**src/rtl/uart_tx.sv**
```systemverilog
`timescale 1ns/1ps
// uart_tx: serial UART transmitter with its own 16x sample-tick divider.
// Sends a start/data/stop frame LSB first on an idle-high line; each bit
// lasts 16 sample ticks so the line stays baud-matched to the receiver.
//
// Ports:
//   clk       system clock, rising edge
//   reset     asynchronous, active-low
//   tx_data   word to send, sampled on accept
//   tx_valid  tx_data is valid
//   tx_ready  idle, can accept a word (registered)
//   tx        serial line, idle high (registered)
//   tx_busy   frame in progress (registered)
//   tx_done   one-cycle pulse at the end of the stop bit (registered)
//
// Build option: define UART_TX_PARITY_EN to send an even-parity bit
// between the last data bit and the stop bit.
module uart_tx #(
    parameter int unsigned TICK_DIV  = 54,
    parameter int unsigned DATA_BITS = 8,
    parameter int unsigned SB_TICKS  = 16
) (
    input  logic                 clk,
    input  logic                 reset,
    input  logic [DATA_BITS-1:0] tx_data,
    input  logic                 tx_valid,
    output logic                 tx_ready,
    output logic                 tx,
    output logic                 tx_busy,
    output logic                 tx_done
);

    localparam int unsigned TICK_W = (TICK_DIV > 1) ? $clog2(TICK_DIV) : 1;
    localparam int unsigned SCNT_W = 6;
    localparam int unsigned NCNT_W = 3;

    typedef enum logic [2:0] {
        ST_IDLE,
        ST_START,
        ST_DATA,
`ifdef UART_TX_PARITY_EN
        ST_PARITY,
`endif
        ST_STOP
    } state_t;

    state_t                r_state;
    logic [TICK_W-1:0]     r_tick_cnt;
    logic [SCNT_W-1:0]     r_s_cnt;
    logic [NCNT_W-1:0]     r_n_cnt;
    logic [DATA_BITS-1:0]  r_shreg;
    logic                  r_tx;
    logic                  r_tx_ready;
    logic                  r_tx_busy;
    logic                  r_tx_done;
`ifdef UART_TX_PARITY_EN
    logic                  r_parity;
`endif

    logic w_s_tick;
    logic w_accept;
    logic w_bit_end;

    assign w_s_tick  = (r_tick_cnt == TICK_W'(TICK_DIV - 1));
    assign w_accept  = tx_valid && r_tx_ready;
    // 16th tick of a 16-tick bit (start, data, parity)
    assign w_bit_end = w_s_tick && (r_s_cnt == SCNT_W'(15));

    assign tx       = r_tx;
    assign tx_ready = r_tx_ready;
    assign tx_busy  = r_tx_busy;
    assign tx_done  = r_tx_done;

    // Sample-tick divider; restarts on accept so the start bit is full length.
    always_ff @(posedge clk or negedge reset) begin
        if (!reset) begin
            r_tick_cnt <= '0;
        end else if (w_accept || w_s_tick) begin
            r_tick_cnt <= '0;
        end else begin
            r_tick_cnt <= r_tick_cnt + TICK_W'(1);
        end
    end

    // Frame FSM; tx and status outputs are set on the transition edge.
    always_ff @(posedge clk or negedge reset) begin
        if (!reset) begin
            r_state    <= ST_IDLE;
            r_s_cnt    <= '0;
            r_n_cnt    <= '0;
            r_shreg    <= '0;
            r_tx       <= 1'b1;
            r_tx_ready <= 1'b1;
            r_tx_busy  <= 1'b0;
            r_tx_done  <= 1'b0;
`ifdef UART_TX_PARITY_EN
            r_parity   <= 1'b0;
`endif
        end else begin
            r_tx_done <= 1'b0;
            case (r_state)
                ST_IDLE: begin
                    if (w_accept) begin
                        r_state    <= ST_START;
                        r_shreg    <= tx_data;
                        r_s_cnt    <= '0;
                        r_n_cnt    <= '0;
                        r_tx       <= 1'b0;
                        r_tx_ready <= 1'b0;
                        r_tx_busy  <= 1'b1;
`ifdef UART_TX_PARITY_EN
                        r_parity   <= ^tx_data;
`endif
                    end
                end

                ST_START: begin
                    if (w_bit_end) begin
                        r_state <= ST_DATA;
                        r_s_cnt <= '0;
                        r_n_cnt <= '0;
                        r_tx    <= r_shreg[0];
                    end else if (w_s_tick) begin
                        r_s_cnt <= r_s_cnt + SCNT_W'(1);
                    end
                end

                ST_DATA: begin
                    if (w_bit_end) begin
                        r_shreg <= r_shreg >> 1;
                        r_s_cnt <= '0;
                        if (r_n_cnt == NCNT_W'(DATA_BITS - 1)) begin
`ifdef UART_TX_PARITY_EN
                            r_state <= ST_PARITY;
                            r_tx    <= r_parity;
`else
                            r_state <= ST_STOP;
                            r_tx    <= 1'b1;
`endif
                        end else begin
                            r_n_cnt <= r_n_cnt + NCNT_W'(1);
                            // next bit is the one about to shift into [0]
                            r_tx    <= r_shreg[1];
                        end
                    end else if (w_s_tick) begin
                        r_s_cnt <= r_s_cnt + SCNT_W'(1);
                    end
                end

`ifdef UART_TX_PARITY_EN
                ST_PARITY: begin
                    if (w_bit_end) begin
                        r_state <= ST_STOP;
                        r_s_cnt <= '0;
                        r_tx    <= 1'b1;
                    end else if (w_s_tick) begin
                        r_s_cnt <= r_s_cnt + SCNT_W'(1);
                    end
                end
`endif

                ST_STOP: begin
                    if (w_s_tick && (r_s_cnt == SCNT_W'(SB_TICKS - 1))) begin
                        r_state    <= ST_IDLE;
                        r_s_cnt    <= '0;
                        r_tx       <= 1'b1;
                        r_tx_ready <= 1'b1;
                        r_tx_busy  <= 1'b0;
                        r_tx_done  <= 1'b1;
                    end else if (w_s_tick) begin
                        r_s_cnt <= r_s_cnt + SCNT_W'(1);
                    end
                end

                default: begin
                    r_state    <= ST_IDLE;
                    r_s_cnt    <= '0;
                    r_tx       <= 1'b1;
                    r_tx_ready <= 1'b1;
                    r_tx_busy  <= 1'b0;
                end
            endcase
        end
    end

endmodule

```
**config.mk**
```make
export PLATFORM = sky130hd
export DESIGN_NAME = uart_tx
export DESIGN_NICKNAME = d
export VERILOG_FILES = /design/src/rtl/uart_tx.sv
export SDC_FILE = /design/constraint.sdc
export NUM_CORES = 1
export LEC_CHECK = 0
export CAP_MARGIN = 20
export CORE_MARGIN = 5
export CORE_UTILIZATION = 50
export CTS_BUF_LIST = sky130_fd_sc_hd__clkbuf_8
export CTS_CLUSTER_SIZE = 25
export DETAILED_ROUTE_END_ITERATION = 12
export HOLD_SLACK_MARGIN = 0.12
export PLACE_DENSITY = 0.71
export SYNTH_ARGS = -nofsm -noshare
export SYNTH_HDL_FRONTEND = slang
export SYNTH_SLANG_ARGS = --single-unit
```
**constraint.sdc**
```tcl
create_clock -name clk -period 2.7 [get_ports clk]
set_clock_uncertainty 0.1 [all_clocks]
set_input_delay 0.27 -clock clk [delete_from_list [all_inputs] [get_ports clk]]
set_output_delay 0.27 -clock clk [all_outputs]
set_load 0.03 [all_outputs]
```
==> key figures, run 1 <==
Power
  • Pwr Density: 435 nW/um^2
  • Worst vdd ir: 0.344 mV
  • Leak: 0.900 nW

Floorplan
  • Die area: 4720 sq um
  • IO Count: 15
  • Die X: 68.7 microns
  • Core area: 3340 sq um
  • Die H: 68.7 microns
  • Initial Util: 51.6%
  • Cell Rows: 21

CTS
  • Post-CTS Setup Bufs: 0
  • H-Tree Level Count: 2
  • CTS Root Cell: clkbuf_8
  • CTS tree: yes
  • Clock Latency Late Sink: 0.28 ns
  • CTS Hold Bufs: 0
  • CTS clk-pin slew, worst paths: 0.06 ns
  • TritonCTS Buffers: 5
  • Clock sinks: 29
  • CTS resizes: 0
  • Clock tree buffer depth: 2

Cells and area
  • Nets: 198
  • ANT cells: 0
  • Final Non-Filler Cells: 223
  • Util after Layout: 60.1%
  • Multi-input logic area: 932 sq um
  • Layout cell share with drive strength beyond 1: 20.3%
  • Register area: 728 sq um
  • FILL cells: 285
  • Synth-to-Final Area Change: 16.4%

Drt
  • Initial DRC Count: 165
  • DRT Pass-1 Iters: 4
  • Vias per cell: 5.83
  • WL final: 3.46 mm
  • Via count: 1299
  • Routed wire per std cell: 15.5 microns
  • Drt drc: 0
  • Routed Antenna Nets: 0

Yosys
  • Number of synthesized register bits: 29
  • Most common cell in the synthesized netlist: dfrtp_1
  • Cell count after synthesis: 157
  • Seq/Total Area, Yosys: 42.3%
  • Ys async rst share: 100%
  • Area leader, netlist: dfrtp_1
  • Yosys top cell area share: 39.2%
  • Yosys warns: 0
  • Post-synth EDFFs: 0
  • Top FF cell, synth: dfrtp_1
  • Distinct cells, synth: 49
  • Most frequent cells after synthesis: 27 x dfrtp_1, 11 x ha_1, 11 x nor2_1, 9 x nand3_1
  • Dominant cells by area after synthesis: dfrtp_1 39%, ha_1 8.0%, mux2_4 6.1%, mux2_2 5.2%, dfstp_2 3.1%
  • Post-synthesis cell area: 1720 sq um
  • Synth Net Count: 179
  • Mapped Avg Cell Area: 11.0 sq um

GRT
  • Largest net degree at the start of global routing: 30
  • Initial antenna violation count: 0
  • Number of global-route vias before repair: 1369
  • First-pass GRT wire length: 6.22 mm
  • All-Layer GR Usage: 17.7%
  • Grt ovf: 0

Timing
  • RSZ-0062 raised after global routing: no
  • Final Hold Fails: 0
  • Relative slew margins: 56.1%
  • Worst Max-Slew Pin Slew: 0.655 ns
  • Setup-failing EPs final: 0
  • Final min period: 2.39 ns
  • TNS Setup: 0 ns
  • Max Slew Vio Count: 0
  • Fin worst setup slack: 0.312 ns
  • Max Clk Rate: 419 MHz
  • Final worst path period share: 88.5%

Place
  • Setup slack at placement: 0.360 ns
  • Placed insts: 215
  • Final Wtd Congestion: 0.913
  • Final HPWL DP: 2.55 mm
  • I/O Buffers: 14

Setup path
  • Worst EP arrival: 2.45 ns
  • Worst Path Required: 2.76 ns
  • Crit Path Max Fanout: 14
  • Setup Crit Path Kind: flop to flop
  • Critical path startpoint category: flop
  • CP startpoint: r_state[1]$_DFFE_PN0P_
  • R2r startpoint: r_state[1]$_DFFE_PN0P_
  • CP endpoint kind: flop

Run
  • Max_cap viols: 0

Status
  • Status: finished, final reports clean

Hold path
  • Tightest Hold Check Type: primary input to async pin
final cells by class:
type / count / share of cell area (%)
Multi-Input combinational cell: 116 / 46.5
Sequential cell: 29 / 36.3
Timing Repair Buffer: 16 / 7.74
Clock buffer: 7 / 4.81
Tap cell: 46 / 2.87
Inverter: 8 / 1.50
Clock inverter: 1 / 0.250
where the power goes:
part           total (W)  internal [W]  switching (W)
logic          0.0000396     0.0000221      0.0000175
registers       0.000442      0.000438     0.00000397
clock network   0.000390      0.000230       0.000160
path summary, 6_finish.rpt:
path                                          end  depth (start not counted)  slack (ns)
setup / recovery           r_n_cnt[0]$_DFFE_PN0P_                          6        0.31
setup reg to reg           r_n_cnt[0]$_DFFE_PN0P_                          6        0.31
hold / removal             r_shreg[1]$_DFFE_PN0P_                          2        0.27
max in group asynchronous    tx_ready$_DFFE_PN1P_                          2        1.92
hold reg to reg                    tx$_DFFE_PN1P_                          2        0.37
min in group clk                   tx$_DFFE_PN1P_                          2        0.37
cells by family after synthesis:
kind of cell	count (synthesis)	share of synthesized area, %
adders and majority gates	11	7.99
buffers and inverters	12	3.56
and+or+nand+nor	51	17.4
DFF	29	42.3
muxes	16	12.0
xor gates and xnor gates	4	2.04
AOI/OAI and AO/OA	34	14.8
metrics by stage:
step	hold slack, ns	area, sq um	power (W)
after floorplan	-0.126	1720	0.000463
after global routing	0.310	2000	0.000904
final	0.272	2000	0.000872
after detailed placement	0.358	1900	0.000491
after global placement	0.371	1900	0.000489
after CTS	0.286	2000	0.000880
cell usage in the layout (no fill, tap or decap), types with 2 or more instances in the layout:
| cell | instances |
|---|---|
| mux2_4 | 7 |
| nand2_1 | 8 |
| inv_1 | 7 |
| dfrtp_1 | 27 |
| buf_4 | 2 |
| a21oi_1 | 2 |
| nor4_2 | 2 |
| o311ai_1 | 2 |
| nor4_1 | 3 |
| clkdlybuf4s50_1 | 14 |
| nor2b_1 | 2 |
| a22o_1 | 5 |
| nor2_1 | 11 |
| mux2_2 | 8 |
| nand4b_1 | 2 |
| or3_1 | 3 |
| nand3_1 | 9 |
| o21ai_0 | 5 |
| clkbuf_8 | 7 |
| dfstp_2 | 2 |
| xnor2_1 | 2 |
| xor2_1 | 2 |
| nor3_1 | 3 |
| o211ai_1 | 2 |
| a22oi_1 | 3 |
| o31ai_1 | 2 |
| o21ai_1 | 2 |
| ha_1 | 11 |
routing by layer:
metal	up-vias	part of all wire, %	track usage, %
met1	635	45	22.6
met2	40	48	28.7
met4	0	1.1	6.70
met3	5	5.9	4.21
li1	619	-	-
met5	-	0	0
sequential cells by signal, indices dropped and copies added, names as in the netlist, 2 cells and up:
name        flops
r_tick_cnt      6
r_state         2
r_shreg         8
r_s_cnt         6
r_n_cnt         3
worst max-delay path, stage by stage (launching register included):
cell and delay (ns):
dfrtp_1 0.45, inv_1 0.14, ha_1 0.32, a21boi_2 0.60, a211oi_1 0.15, and3_1 0.26
mux2_2 0.26
Note: power is estimated with default switching activity, not from simulation.
==> run 2, diff against run 1 <==
Settings changed: CAP_MARGIN 20 to 10.
==> results of run 2 <==
Same layout as run 1: the final DEF is identical, and so are final timing and power.
